--- config.mk ---
export PLATFORM = sky130hd
export DESIGN_NAME = noise_trigger_driver
export DESIGN_NICKNAME = d
export VERILOG_FILES = /design/src/rtl/noise_trigger_driver_pkg.sv /design/src/rtl/noise_lfsr17.sv /design/src/rtl/noise_trigger_driver.sv
export SDC_FILE = /design/constraint.sdc
export NUM_CORES = 1
export LEC_CHECK = 0
export BUFFER_PORTS_ARGS = -buffer_cell sky130_fd_sc_hd__buf_2
export CAP_MARGIN = 20
export CORE_ASPECT_RATIO = 1.1
export CORE_MARGIN = 2
export CORE_UTILIZATION = 50
export CTS_BUF_LIST = sky130_fd_sc_hd__clkbuf_4
export CTS_CLUSTER_DIAMETER = 60
export DETAILED_ROUTE_END_ITERATION = 10
export PLACE_DENSITY = 0.7
export SETUP_SLACK_MARGIN = 0.1
export SKIP_CTS_REPAIR_TIMING = 1
export SYNTH_ARGS = -nofsm -noshare
export SYNTH_HDL_FRONTEND = slang
export SYNTH_SLANG_ARGS = --single-unit
export TNS_END_PERCENT = 50
--- constraint.sdc ---
create_clock -name clk -period 2.53 [get_ports clk]
set_input_delay 0.506 -clock clk [delete_from_list [all_inputs] [get_ports clk]]
set_output_delay 0.506 -clock clk [all_outputs]
set_load 0.005 [all_outputs]
--- src/rtl/noise_trigger_driver_pkg.sv ---
// Shared constants and types for the noise channel control path.
// Control-register bit positions, one-shot state encoding and the LFSR step function.
package noise_trigger_driver_pkg;

  localparam int TRIG_BIT = 0;
  localparam int LOUD_BIT = 1;
  localparam int MUTE_BIT = 7;

  localparam int LFSR_WIDTH  = 17;
  localparam int LFSR_TAP_HI = 17;
  localparam int LFSR_TAP_LO = 14;

  typedef enum logic {
    IDLE   = 1'b0,
    ACTIVE = 1'b1
  } oneShotState_t;

  // Fibonacci shift for x^17 + x^14 + 1; taps are 1-based polynomial exponents
  function automatic logic [LFSR_WIDTH-1:0] lfsrStep(input logic [LFSR_WIDTH-1:0] cur);
    return {cur[LFSR_WIDTH-2:0], cur[LFSR_TAP_HI-1] ^ cur[LFSR_TAP_LO-1]};
  endfunction

endpackage

--- src/rtl/noise_lfsr17.sv ---
// Prescaled 17-bit noise LFSR with lock-up recovery and a registered
// rising-edge pulse on its output bit, suppressible by mute.
module noise_lfsr17
  import noise_trigger_driver_pkg::*;
#(
  parameter int                    PRESCALE  = 3,
  parameter logic [LFSR_WIDTH-1:0] LFSR_SEED = 17'h1FFFF
) (
  input  logic i_clk,
  input  logic i_rst_n,
  input  logic i_tick,
  input  logic i_mute,
  output logic o_lfsrBit,
  output logic o_clkEn
);

  localparam int              PS_W    = $clog2(PRESCALE + 1);
  localparam logic [PS_W-1:0] PS_LAST = PS_W'(PRESCALE - 1);

  logic [PS_W-1:0]       r_prescaleCnt;
  logic [LFSR_WIDTH-1:0] r_lfsr;
  logic                  r_prevBit;
  logic                  r_clkEn;
  logic                  w_step;
  logic                  w_rise;

  assign w_step = i_tick && (r_prescaleCnt == PS_LAST);

  always_ff @(posedge i_clk or negedge i_rst_n) begin
    if (!i_rst_n) begin
      r_prescaleCnt <= '0;
    end else if (i_tick) begin
      if (w_step) r_prescaleCnt <= '0;
      else        r_prescaleCnt <= r_prescaleCnt + PS_W'(1);
    end
  end

  // An all-zero register can never leave zero, so reseed instead of shifting
  always_ff @(posedge i_clk or negedge i_rst_n) begin
    if (!i_rst_n) begin
      r_lfsr <= LFSR_SEED;
    end else if (w_step) begin
      if (r_lfsr == '0) r_lfsr <= LFSR_SEED;
      else              r_lfsr <= lfsrStep(r_lfsr);
    end
  end

  assign w_rise = r_lfsr[LFSR_WIDTH-1] & ~r_prevBit;

  always_ff @(posedge i_clk or negedge i_rst_n) begin
    if (!i_rst_n) begin
      r_prevBit <= LFSR_SEED[LFSR_WIDTH-1];
      r_clkEn   <= 1'b0;
    end else begin
      r_prevBit <= r_lfsr[LFSR_WIDTH-1];
      r_clkEn   <= w_rise & ~i_mute;
    end
  end

  assign o_lfsrBit = r_lfsr[LFSR_WIDTH-1];
  assign o_clkEn   = r_clkEn;

endmodule

--- src/rtl/noise_trigger_driver.sv ---
// Noise channel control: CPU control register, retriggerable noise_en
// one-shot with latched loud/soft level, and the LFSR noise clock.
module noise_trigger_driver
  import noise_trigger_driver_pkg::*;
#(
  parameter int                    PRESCALE   = 3,
  parameter int                    HOLD_TICKS = 256,
  parameter logic [LFSR_WIDTH-1:0] LFSR_SEED  = 17'h1FFFF
) (
  input  logic       clk,
  input  logic       rst_n,
  input  logic       clk_3MHz_en,
  input  logic       wr,
  input  logic [7:0] data,
  output logic       noise_clk_en,
  output logic       noise_en,
  output logic       loud_soft,
  output logic       lfsr_bit
);

  localparam int                HOLD_W    = $clog2(HOLD_TICKS + 1);
  localparam logic [HOLD_W-1:0] HOLD_LOAD = HOLD_W'(HOLD_TICKS);

  logic [7:0]        r_ctrl;
  oneShotState_t     r_state;
  oneShotState_t     w_nextState;
  logic [HOLD_W-1:0] r_hold;
  logic [HOLD_W-1:0] w_nextHold;
  logic              r_loud;
  logic              w_nextLoud;
  logic              w_trig;
  logic              w_unusedCtrl;

  always_ff @(posedge clk or negedge rst_n) begin
    if (!rst_n)  r_ctrl <= 8'h00;
    else if (wr) r_ctrl <= data;
  end

  // Only a 0->1 change of the stored trigger bit starts or restarts the one-shot
  assign w_trig = wr & data[TRIG_BIT] & ~r_ctrl[TRIG_BIT];

  always_ff @(posedge clk or negedge rst_n) begin
    if (!rst_n) begin
      r_state <= IDLE;
      r_hold  <= '0;
      r_loud  <= 1'b0;
    end else begin
      r_state <= w_nextState;
      r_hold  <= w_nextHold;
      r_loud  <= w_nextLoud;
    end
  end

  // A trigger outranks expiry, so a coincident trigger keeps noise_en high
  always_comb begin
    w_nextState = r_state;
    w_nextHold  = r_hold;
    w_nextLoud  = r_loud;
    if (w_trig) begin
      w_nextState = ACTIVE;
      w_nextHold  = HOLD_LOAD;
      w_nextLoud  = data[LOUD_BIT];
    end else begin
      case (r_state)
        ACTIVE: begin
          if (clk_3MHz_en) begin
            if (r_hold <= HOLD_W'(1)) begin
              w_nextHold  = '0;
              w_nextState = IDLE;
            end else begin
              w_nextHold  = r_hold - HOLD_W'(1);
            end
          end
        end
        default: begin
          w_nextState = IDLE;
        end
      endcase
    end
  end

  noise_lfsr17 #(
    .PRESCALE  (PRESCALE),
    .LFSR_SEED (LFSR_SEED)
  ) u_lfsr (
    .i_clk     (clk),
    .i_rst_n   (rst_n),
    .i_tick    (clk_3MHz_en),
    .i_mute    (r_ctrl[MUTE_BIT]),
    .o_lfsrBit (lfsr_bit),
    .o_clkEn   (noise_clk_en)
  );

  assign noise_en  = (r_state == ACTIVE);
  assign loud_soft = r_loud;

  assign w_unusedCtrl = ^r_ctrl[6:1];

endmodule
==> impl_metrics.py, run 1 <==
metrics = {
    "timing": {
        "post-route-worst-setup-slack_ns": 0.840,
        "count_of_endpoints_failing_setup_in_the_final_report": 0,
        "setup_total_negative_slack_ns": 0,
        "grt_setup_unrepaired": "no",
        "timing_hold_violations_final": 0,
        "tightest_slew_ns": 0.734,
        "post-route-min-period_ns": 1.69,
        "final_clock_skew_ns": 0.00868,
        "timing_max_transition_violations_final": 0,
        "timing.final.crit_share": 0.668,
        "slew_headroom": 0.510,
        "fmax_achieved_mhz": 592,
    },
    "finish": {
        "design.final.nets": 146,
        "final_layout_size_suffix_gt1_frac": 0.466,
        "post_synthesis_to_final_layout_area_growth_pct": 11.1,
        "final_core_utilization": 0.592,
        "final_area_um2": 1660,
        "antenna_diodes": 0,
    },
    "drt": {
        "dr_wl_met3_um": 82,
        "wl_met1_mm": 1.20,
        "detail_route.vias_per_cell": 6.04,
        "detailroute.wirelength.met2_mm": 1.26,
        "detailed_routing_iteration_count_for_the_pre_antenna_repair_pass": 4,
        "routed_wl_mm": 2.62,
        "drc": 0,
        "routed.top_layer": "met4",
        "routed_wire_length_per_instance_um": 15.8,
        "vias": 1002,
        "initialDrtViolationCount": 39,
        "antenna_left": 0,
    },
    "synth": {
        "synth_fp_nets": 130,
        "synth.yosys.warnings": 0,
        "netlist_top_cells_area": "sky130_fd_sc_hd__dfstp_2, sky130_fd_sc_hd__dfrtp_1, sky130_fd_sc_hd__o22a_2",
        "syn_area_um2": 1490,
        "synthesis.area_per_instance_um2": 12.9,
        "synth_enable_flop_cells": 0,
        "post_synth_num_cell_types": 29,
        "synth_sequential_area_ratio": 0.585,
        "compound_gate_fraction_of_synth_area": 0.204,
        "yosys.area.top_type": "sky130_fd_sc_hd__dfstp_2",
        "synth_fa_ha_area_frac": 0.0168,
        "ys_top_cells_by_count": "sky130_fd_sc_hd__dfstp_2, sky130_fd_sc_hd__o22a_2, sky130_fd_sc_hd__dfrtp_1",
        "synth-simple-area-share": 0.133,
        "main_combinational_cell_family_by_area_after_synthesis": "compound AO/OA/AOI/OAI gates",
        "synth_async_sr_flop_share": 1.00,
        "syn_inst": 116,
        "ys.flop_type": "sky130_fd_sc_hd__dfstp_2",
        "synthMuxAreaShare": 0.0302,
        "top_count_cell_post_synth": "sky130_fd_sc_hd__dfstp_2",
        "synth-seq-cells": 34,
        "synthesized_area_fraction_occupied_by_xor_and_xnor_cells": 0.00586,
        "netlist.area_leader.share": 0.317,
    },
    "setup_path": {
        "critical_path.slowest_cell": "sky130_fd_sc_hd__dfstp_2",
        "cp-start-kind": "flip-flop",
        "slowest_delay_ns": 0.39,
        "crit_path_cell_trace": "nor4_1, nand4_1, o41ai_4, buf_4, o22a_2",
        "worst-path-max-fanout": 15,
        "crit_type": "reg2reg",
        "critical_path_required_ns": 2.82,
        "timing.reg2reg.worst_path_depth": 5,
        "crit_arrival_ns": 1.98,
        "timing.critical_path.to_type": "flip-flop",
    },
    "global_route": {
        "pin_count_of_the_biggest_net_entering_global_routing": 35,
        "globalRoute.totalOverflow": 0,
        "wire_length_of_the_first_global_routing_pass_mm": 4.35,
        "antenna_found_initial": 0,
        "first_global_vias": 940,
        "track_usage": 0.174,
    },
    "die": {
        "std_cell_rows": 20,
        "initial_utilization": 0.533,
        "io_pins": 16,
        "fp.dieArea_um2": 3440,
        "die_width_um": 56.1,
        "die_h_um": 61.3,
        "floorplan.core_area_um2": 2800,
    },
    "place": {
        "dpl.hpwl_mm": 1.74,
        "place_worst_setup_slack_ns": 0.809,
        "gp_routability_congestion": 0.688,
        "placed_area_um2": 1580,
        "port_buffers": 10,
    },
    "clock_tree": {
        "cts_buffers": 5,
        "worstSkewPairLatency_ns": 0.34,
        "cts.htree.levels": 2,
        "clock_tree_from_tritoncts": "yes",
        "clock_sink_count": 34,
        "clockBufferDepth": 2,
        "clkSlewWorstSetupHoldPaths_ns": 0.11,
        "root_buffer_cell": "sky130_fd_sc_hd__clkbuf_4",
    },
    "pwr": {
        "finalPower_mw": 2.08,
        "power.density_nw_per_um2": 1250,
        "ir_worst_vdd_v": 0.000623,
        "leak_nw": 0.658,
    },
    "outcome": {
        "status": "finished clean",
    },
    "worst_hold_path": {
        "hold_crit_path_type": "in2async",
    },
    "run": {
        "max_cap_viol_count": 0,
    },
}
layout make-up:
type,instances,area [um^2]
Inverter,5,18.8
Multi-Input combinational cell,74,583
Clock inverter,2,33.8
Fill cell,225,1140
Clock buffer,6,45.0
Tap cell,33,41.3
Timing Repair Buffer,12,65.1
Sequential cell,34,873
metal layers:
layer	global-route usage	up-vias
met2	0.274	11
met1	0.204	501
li1	-	480
met3	0.0630	10
met5	0	-
met4	0.116	0
cells in the final DEF (no fill, tap or decap), drive strengths merged, types with 2 or more instances in the layout:
cell	netlist	routed
dfrtp	16	16
o211ai	2	2
nor3	3	3
nor2	3	3
o31ai	6	6
nor4	4	4
o22a	17	17
clkbuf	2	6
buf	1	12
o21ai	3	3
or3	2	2
dfstp	18	18
nand3b	2	2
nand3	9	9
nand2	6	6
nand4	2	2
mux2	4	4
inv	5	5
ha	2	2
report_power, final:
group          leakage [nW]  internal (mW)  switching [mW]  total, mW
clock                0.0433          0.216           0.185      0.402
sequential            0.386          0.871           0.231       1.10
combinational         0.229          0.320           0.251      0.571
total                 0.658           1.41           0.668       2.08
worst max-delay path: cells and delay by family (launching register included):
kind	cells	cell delay (ns)
compound gates	2	0.47
buf+inv	1	0.26
flops	1	0.39
simple gates	2	0.52
final timing paths:
check | from | to | slack, ns
worst max-delay path | u_lfsr.r_lfsr[7] | u_lfsr.r_lfsr[4] | 0.84
worst min-delay path | rst_n | u_lfsr.o_clkEn | 0.22
worst max register to register | u_lfsr.r_lfsr[7] | u_lfsr.r_lfsr[4] | 0.84
worst min register to register | u_lfsr.r_lfsr[16] | u_lfsr.r_prevBit | 0.41
max in group asynchronous | rst_n | u_lfsr.r_prescaleCnt[1] | 1.84
min in group clk | data[7] | r_ctrl[7] | 0.40
per-stage QoR:
stage               hold slack, ns  instances
finish                       0.217        166
global route                 0.257        166
CTS                          0.216        166
detailed placement           0.397        158
global placement             0.395        158
floorplan                    0.210        116
kinds of logic (layout without fill, tap and decap cells):
group | Yosys count | after routing
fa+ha+maj | 2 | 2
simple gates | 34 | 34
mux | 4 | 4
buf+inv | 8 | 25
compound gates | 33 | 33
xor+xnor | 1 | 1
flops | 34 | 34
registers in the layout (all words and copies together), names as in the netlist:
name / flops
u_lfsr.r_lfsr: 17
r_hold: 9
r_ctrl: 2
u_lfsr.r_prescaleCnt: 2
loud_soft: 1
noise_en: 1
u_lfsr.o_clkEn: 1
u_lfsr.r_prevBit: 1
No activity file was read; power rests on OpenSTA's default activity.
==> run 2, diff against run 1 <==
==> constraint.sdc (replaced) <==
create_clock -name clk -period 1.6 [get_ports clk]
set_input_delay 0.32 -clock clk [delete_from_list [all_inputs] [get_ports clk]]
set_output_delay 0.32 -clock clk [all_outputs]
set_load 0.005 [all_outputs]
==> impl_metrics.py, run 2 (same netlist as run 1, synthesis figures left out) <==
metrics = {
    "pwr": {
        "power_report.internal_total_mw": 2.41,
        "finalPower_mw": 3.69,
        "p_sw_frac": 0.346,
        "clock_power_share": 0.123,
        "power.density_nw_per_um2": 1940,
        "power.net_switching_mw": 1.28,
        "power.combinational.fraction": 0.403,
        "leak_nw": 0.775,
        "ir_worst_vdd_v": 0.00103,
        "share_seq_of_total_power": 0.474,
    },
    "finish": {
        "final_common_cell": "sky130_fd_sc_hd__buf_4",
        "final_layout_size_suffix_gt1_frac": 0.610,
        "layout.area.seq_um2": 873,
        "most-common-layout-cells": "sky130_fd_sc_hd__buf_4, sky130_fd_sc_hd__dfstp_2, sky130_fd_sc_hd__o22a_2, sky130_fd_sc_hd__dfrtp_1, sky130_fd_sc_hd__buf_2",
        "most_flop_heavy_register": "u_lfsr.r_lfsr",
        "filler_cell_count": 207,
        "design.final.nets": 167,
        "antenna_diodes": 0,
        "number_of_flip_flops_in_the_largest_register": 17,
        "largest_registers": "u_lfsr.r_lfsr (17), r_hold (9)",
        "post_synthesis_to_final_layout_area_growth_pct": 27.6,
        "multi_input_area_um2": 678,
    },
    "timing": {
        "post-route-min-period_ns": 1.64,
        "final_clock_skew_ns": 0.0106,
        "count_of_endpoints_failing_setup_in_the_final_report": 11,
        "tightest_slew_ns": 0.412,
        "whs_ns": -0.0115,
        "slew_headroom": 0.725,
        "grt_setup_unrepaired": "yes",
        "timing_hold_violations_final": 11,
        "timing.final.crit_share": 1.02,
        "timing_max_transition_violations_final": 0,
        "fmax_achieved_mhz": 611,
        "post-route-worst-setup-slack_ns": -0.0360,
    },
    "die": {
        "initial_utilization": 0.533,
        "fp.dieArea_um2": 3440,
        "io_pins": 16,
        "std_cell_rows": 20,
        "die_h_um": 61.3,
        "floorplan.core_area_um2": 2800,
        "die_width_um": 56.1,
    },
    "drt": {
        "initialDrtViolationCount": 30,
        "detailed_routing_iteration_count_for_the_pre_antenna_repair_pass": 4,
        "vias": 1076,
        "detail_route.vias_per_cell": 5.75,
        "drc": 0,
        "routed.top_layer": "met4",
        "antenna_left": 0,
        "wl_met1_mm": 1.19,
        "routed_wl_mm": 2.88,
        "detailroute.wirelength.met2_mm": 1.52,
        "routed_wire_length_per_instance_um": 15.4,
        "dr_wl_met3_um": 78,
    },
    "global_route": {
        "pin_count_of_the_biggest_net_entering_global_routing": 35,
        "wire_length_of_the_first_global_routing_pass_mm": 4.53,
        "track_usage": 0.175,
        "antenna_found_initial": 0,
        "first_global_vias": 1047,
        "globalRoute.totalOverflow": 0,
    },
    "setup_path": {
        "timing.critical_path.to_type": "flip-flop",
        "crit_arrival_ns": 1.92,
        "worst-path-max-fanout": 7,
        "cp-start-kind": "flip-flop",
        "critical_path_required_ns": 1.89,
        "crit_type": "reg2reg",
    },
    "clock_tree": {
        "clkSlewWorstSetupHoldPaths_ns": 0.11,
        "worstSkewPairLatency_ns": 0.34,
        "clock_sink_count": 34,
        "root_buffer_cell": "sky130_fd_sc_hd__clkbuf_4",
        "cts.htree.levels": 2,
        "clock_tree_from_tritoncts": "yes",
        "clockBufferDepth": 2,
        "cts_buffers": 5,
    },
    "place": {
        "gp_routability_congestion": 0.727,
        "place_worst_setup_slack_ns": 0.00908,
        "dpl.hpwl_mm": 1.85,
        "port_buffers": 10,
    },
    "run": {
        "max_cap_viol_count": 0,
    },
    "outcome": {
        "failing_checks": "hold timing, setup timing",
        "status": "complete, but fails checks",
    },
    "worst_hold_path": {
        "hold_crit_path_type": "in2async",
    },
}
## run 2: worst paths after layout
| check | slack, ns | end | cells after the start | from |
|---|---|---|---|---|
| worst max-delay path | -0.04 | u_lfsr.r_lfsr[1] | 5 | u_lfsr.r_lfsr[14] |
| worst min-delay path | -0.01 | r_ctrl[0] | 2 | rst_n |
| worst max register to register | -0.04 | u_lfsr.r_lfsr[1] | 5 | u_lfsr.r_lfsr[14] |
| worst min register to register | 0.42 | u_lfsr.o_clkEn | 1 | r_ctrl[7] |
| max in group asynchronous | 1.28 | u_lfsr.r_lfsr[0] | 2 | rst_n |
| min in group clk | 0.21 | r_ctrl[7] | 2 | data[7] |
## run 2: power by group through the flow
stage,combinational (mW),clock [mW],sequential [mW]
floorplan,0.737,0,1.66
global placement,1.19,0,1.65
detailed placement,1.24,0,1.68
CTS,1.24,0.477,1.66
global route,1.62,0.511,1.81
finish,1.49,0.454,1.75
## run 2: worst max-delay path, stage by stage, from the launching register on
cell                      delay [ns]
sky130_fd_sc_hd__dfstp_2        0.41
sky130_fd_sc_hd__nor4_4         0.31
sky130_fd_sc_hd__nand4_1        0.21
sky130_fd_sc_hd__o41ai_4        0.29
sky130_fd_sc_hd__buf_4          0.21
sky130_fd_sc_hd__o22a_2         0.14
## run 2: cell type report
type,instances,area share
multi-input combinational,74,0.356
clock buffer,5,0.0197
clock inverter,3,0.00854
inverter,5,0.00985
timing repair buffer,33,0.126
sequential,34,0.458
tap,33,0.0217
## run 2: per-stage QoR
stage                     cell area [um^2]  TNS, ns  hold WS (ns)  std cells  utilization
after floorplan                       1490        0        0.0244        116            -
final                                 1910   -0.181       -0.0115        187        0.680
after detailed placement              1720        0         0.366        176        0.613
after CTS                             1770  -0.0507       -0.0183        184        0.632
after global placement                1720        0         0.367        176        0.613
after global routing                  1910   -0.726        0.0140        187        0.680
## run 2: per-layer routing
| metal | vias to the layer above | GRT usage |
|---|---|---|
| met4 | 0 | 0.0816 |
| met3 | 7 | 0.0504 |
| li1 | 523 | - |
| met2 | 12 | 0.318 |
| met1 | 534 | 0.194 |
| met5 | - | 0 |
==> run 3, diff against run 2 <==
--- a/config.mk
+++ b/config.mk
@@ -8,7 +8,6 @@
 export BUFFER_PORTS_ARGS = -buffer_cell sky130_fd_sc_hd__buf_2
 export CAP_MARGIN = 20
 export CORE_ASPECT_RATIO = 1.1
-export CORE_MARGIN = 2
 export CORE_UTILIZATION = 50
 export CTS_BUF_LIST = sky130_fd_sc_hd__clkbuf_4
 export CTS_CLUSTER_DIAMETER = 60
==> impl_metrics.py, run 3 (same netlist as run 1, synthesis figures left out) <==
metrics = {
    "clock_tree": {
        "worstSkewPairLatency_ns": 0.36,
        "clock_tree_from_tritoncts": "yes",
        "clock_sink_count": 34,
        "clockBufferDepth": 2,
        "cts.htree.levels": 2,
        "root_buffer_cell": "sky130_fd_sc_hd__clkbuf_4",
        "clkSlewWorstSetupHoldPaths_ns": 0.12,
        "cts_buffers": 5,
    },
    "finish": {
        "multi_input_area_um2": 661,
        "most-common-layout-cells": "sky130_fd_sc_hd__buf_4, sky130_fd_sc_hd__dfstp_2, sky130_fd_sc_hd__o22a_2, sky130_fd_sc_hd__dfrtp_1, sky130_fd_sc_hd__buf_2",
        "number_of_flip_flops_in_the_largest_register": 17,
        "stdcell_count": 188,
        "final_common_cell": "sky130_fd_sc_hd__buf_4",
        "layout.area.seq_um2": 873,
        "final_area_um2": 1880,
        "largest_registers": "u_lfsr.r_lfsr (17), r_hold (9)",
        "final_layout_size_suffix_gt1_frac": 0.613,
        "post_synthesis_to_final_layout_area_growth_pct": 26.1,
        "final_core_utilization": 0.672,
        "design.final.nets": 168,
        "most_flop_heavy_register": "u_lfsr.r_lfsr",
        "filler_cell_count": 225,
        "antenna_diodes": 0,
    },
    "drt": {
        "initialDrtViolationCount": 41,
        "vias": 1089,
        "antenna_left": 0,
        "detail_route.vias_per_cell": 5.79,
        "routed_wl_mm": 2.92,
        "drc": 0,
        "detailed_routing_iteration_count_for_the_pre_antenna_repair_pass": 4,
        "routed_wire_length_per_instance_um": 15.5,
    },
    "timing": {
        "count_of_endpoints_failing_setup_in_the_final_report": 0,
        "fmax_achieved_mhz": 640,
        "timing_max_transition_violations_final": 0,
        "post-route-min-period_ns": 1.56,
        "timing_hold_violations_final": 0,
        "slew_headroom": 0.715,
        "timing.final.crit_share": 0.976,
        "tightest_slew_ns": 0.428,
        "grt_setup_unrepaired": "yes",
        "final_clock_skew_ns": 0.0133,
    },
    "place": {
        "port_buffers": 10,
        "dp_cells": 177,
        "dpl.hpwl_mm": 2.00,
        "gp_routability_congestion": 0.727,
        "placed_area_um2": 1720,
    },
    "global_route": {
        "antenna_found_initial": 0,
        "track_usage": 0.206,
        "wire_length_of_the_first_global_routing_pass_mm": 4.53,
        "pin_count_of_the_biggest_net_entering_global_routing": 21,
        "first_global_vias": 1105,
        "globalRoute.totalOverflow": 0,
    },
    "outcome": {
        "status": "finished clean",
    },
    "pwr": {
        "finalPower_mw": 3.60,
        "power.density_nw_per_um2": 1910,
        "power.combinational.fraction": 0.384,
        "p_sw_frac": 0.348,
        "ir_worst_vdd_v": 0.00113,
        "share_seq_of_total_power": 0.484,
        "power_report.internal_total_mw": 2.34,
        "leak_nw": 0.768,
        "power.net_switching_mw": 1.25,
        "clock_power_share": 0.132,
    },
    "worst_hold_path": {
        "hold_path_startpoint": "data[7]",
        "hold_crit_path_type": "in2reg",
    },
    "setup_path": {
        "worst-path-max-fanout": 7,
        "timing.critical_path.to_type": "flip-flop",
        "timing.critical_path.from": "u_lfsr.r_lfsr[10]",
        "crit_path_cell_trace": "nor4_4, nand4_1, o41ai_4, buf_4, o22a_2",
        "crit_arrival_ns": 1.86,
        "critical_path_required_ns": 1.90,
        "cp-start-kind": "flip-flop",
        "critical_path.slowest_cell": "sky130_fd_sc_hd__dfstp_2",
        "r2r_start": "u_lfsr.r_lfsr[10]",
        "crit_type": "reg2reg",
        "slowest_delay_ns": 0.40,
    },
    "die": {
        "initial_utilization": 0.533,
        "std_cell_rows": 20,
        "die_h_um": 59.3,
        "io_pins": 16,
        "fp.dieArea_um2": 3210,
        "die_width_um": 54.1,
        "floorplan.core_area_um2": 2800,
    },
    "run": {
        "max_cap_viol_count": 0,
    },
}
[run 3: stage by stage]
| stage | hold slack (ns) | setup TNS, ns | setup WS (ns) |
|---|---|---|---|
| after floorplan | 0.0244 | 0 | 0.0557 |
| after global placement | 0.285 | 0 | 0.0342 |
| after detailed placement | 0.289 | 0 | 0.0344 |
| after CTS | -0.109 | 0 | 0.00586 |
| after global routing | 0.186 | -0.273 | -0.0407 |
| final | 0.195 | 0 | 0.0382 |
[run 3: final cells by class]
cell class,count,area share
inverter,5,0.00996
clock inverter,3,0.00863
tap,33,0.0219
multi-input combinational,74,0.351
timing repair buffer,34,0.125
sequential,34,0.463
clock buffer,5,0.0199
[run 3: metal layers]
layer	GRT usage	wire, um	vias up
met4	0.132	69	0
met5	0	0	-
met3	0.0538	95	8
li1	-	-	527
met1	0.201	1160	538
met2	0.370	1600	16
[run 3: worst paths after layout]
path | to | slack [ns] | depth (start not counted)
max | u_lfsr.r_lfsr[2] | 0.04 | 5
min | r_ctrl[7] | 0.20 | 2
max reg2reg | u_lfsr.r_lfsr[2] | 0.04 | 5
min reg2reg | u_lfsr.o_clkEn | 0.44 | 1
max in group asynchronous | u_lfsr.r_lfsr[8] | 0.62 | 3
min in group asynchronous | r_hold[8] | 0.42 | 2
[run 3: power by group through the flow]
stage | clock [mW] | sequential, mW | combinational, mW
global route | 0.527 | 1.79 | 1.51
floorplan | 0 | 1.66 | 0.737
finish | 0.473 | 1.74 | 1.38
global placement | 0 | 1.65 | 1.19
CTS | 0.483 | 1.67 | 1.25
detailed placement | 0 | 1.68 | 1.25
[run 3: worst max-delay path, delay by kind of cell, from the launching register on]
family,cells,cell delay (ns)
AND/OR/NAND/NOR,2,0.46
AO/OA/AOI/OAI,2,0.43
flip-flops,1,0.40
buffers and inverters,1,0.21
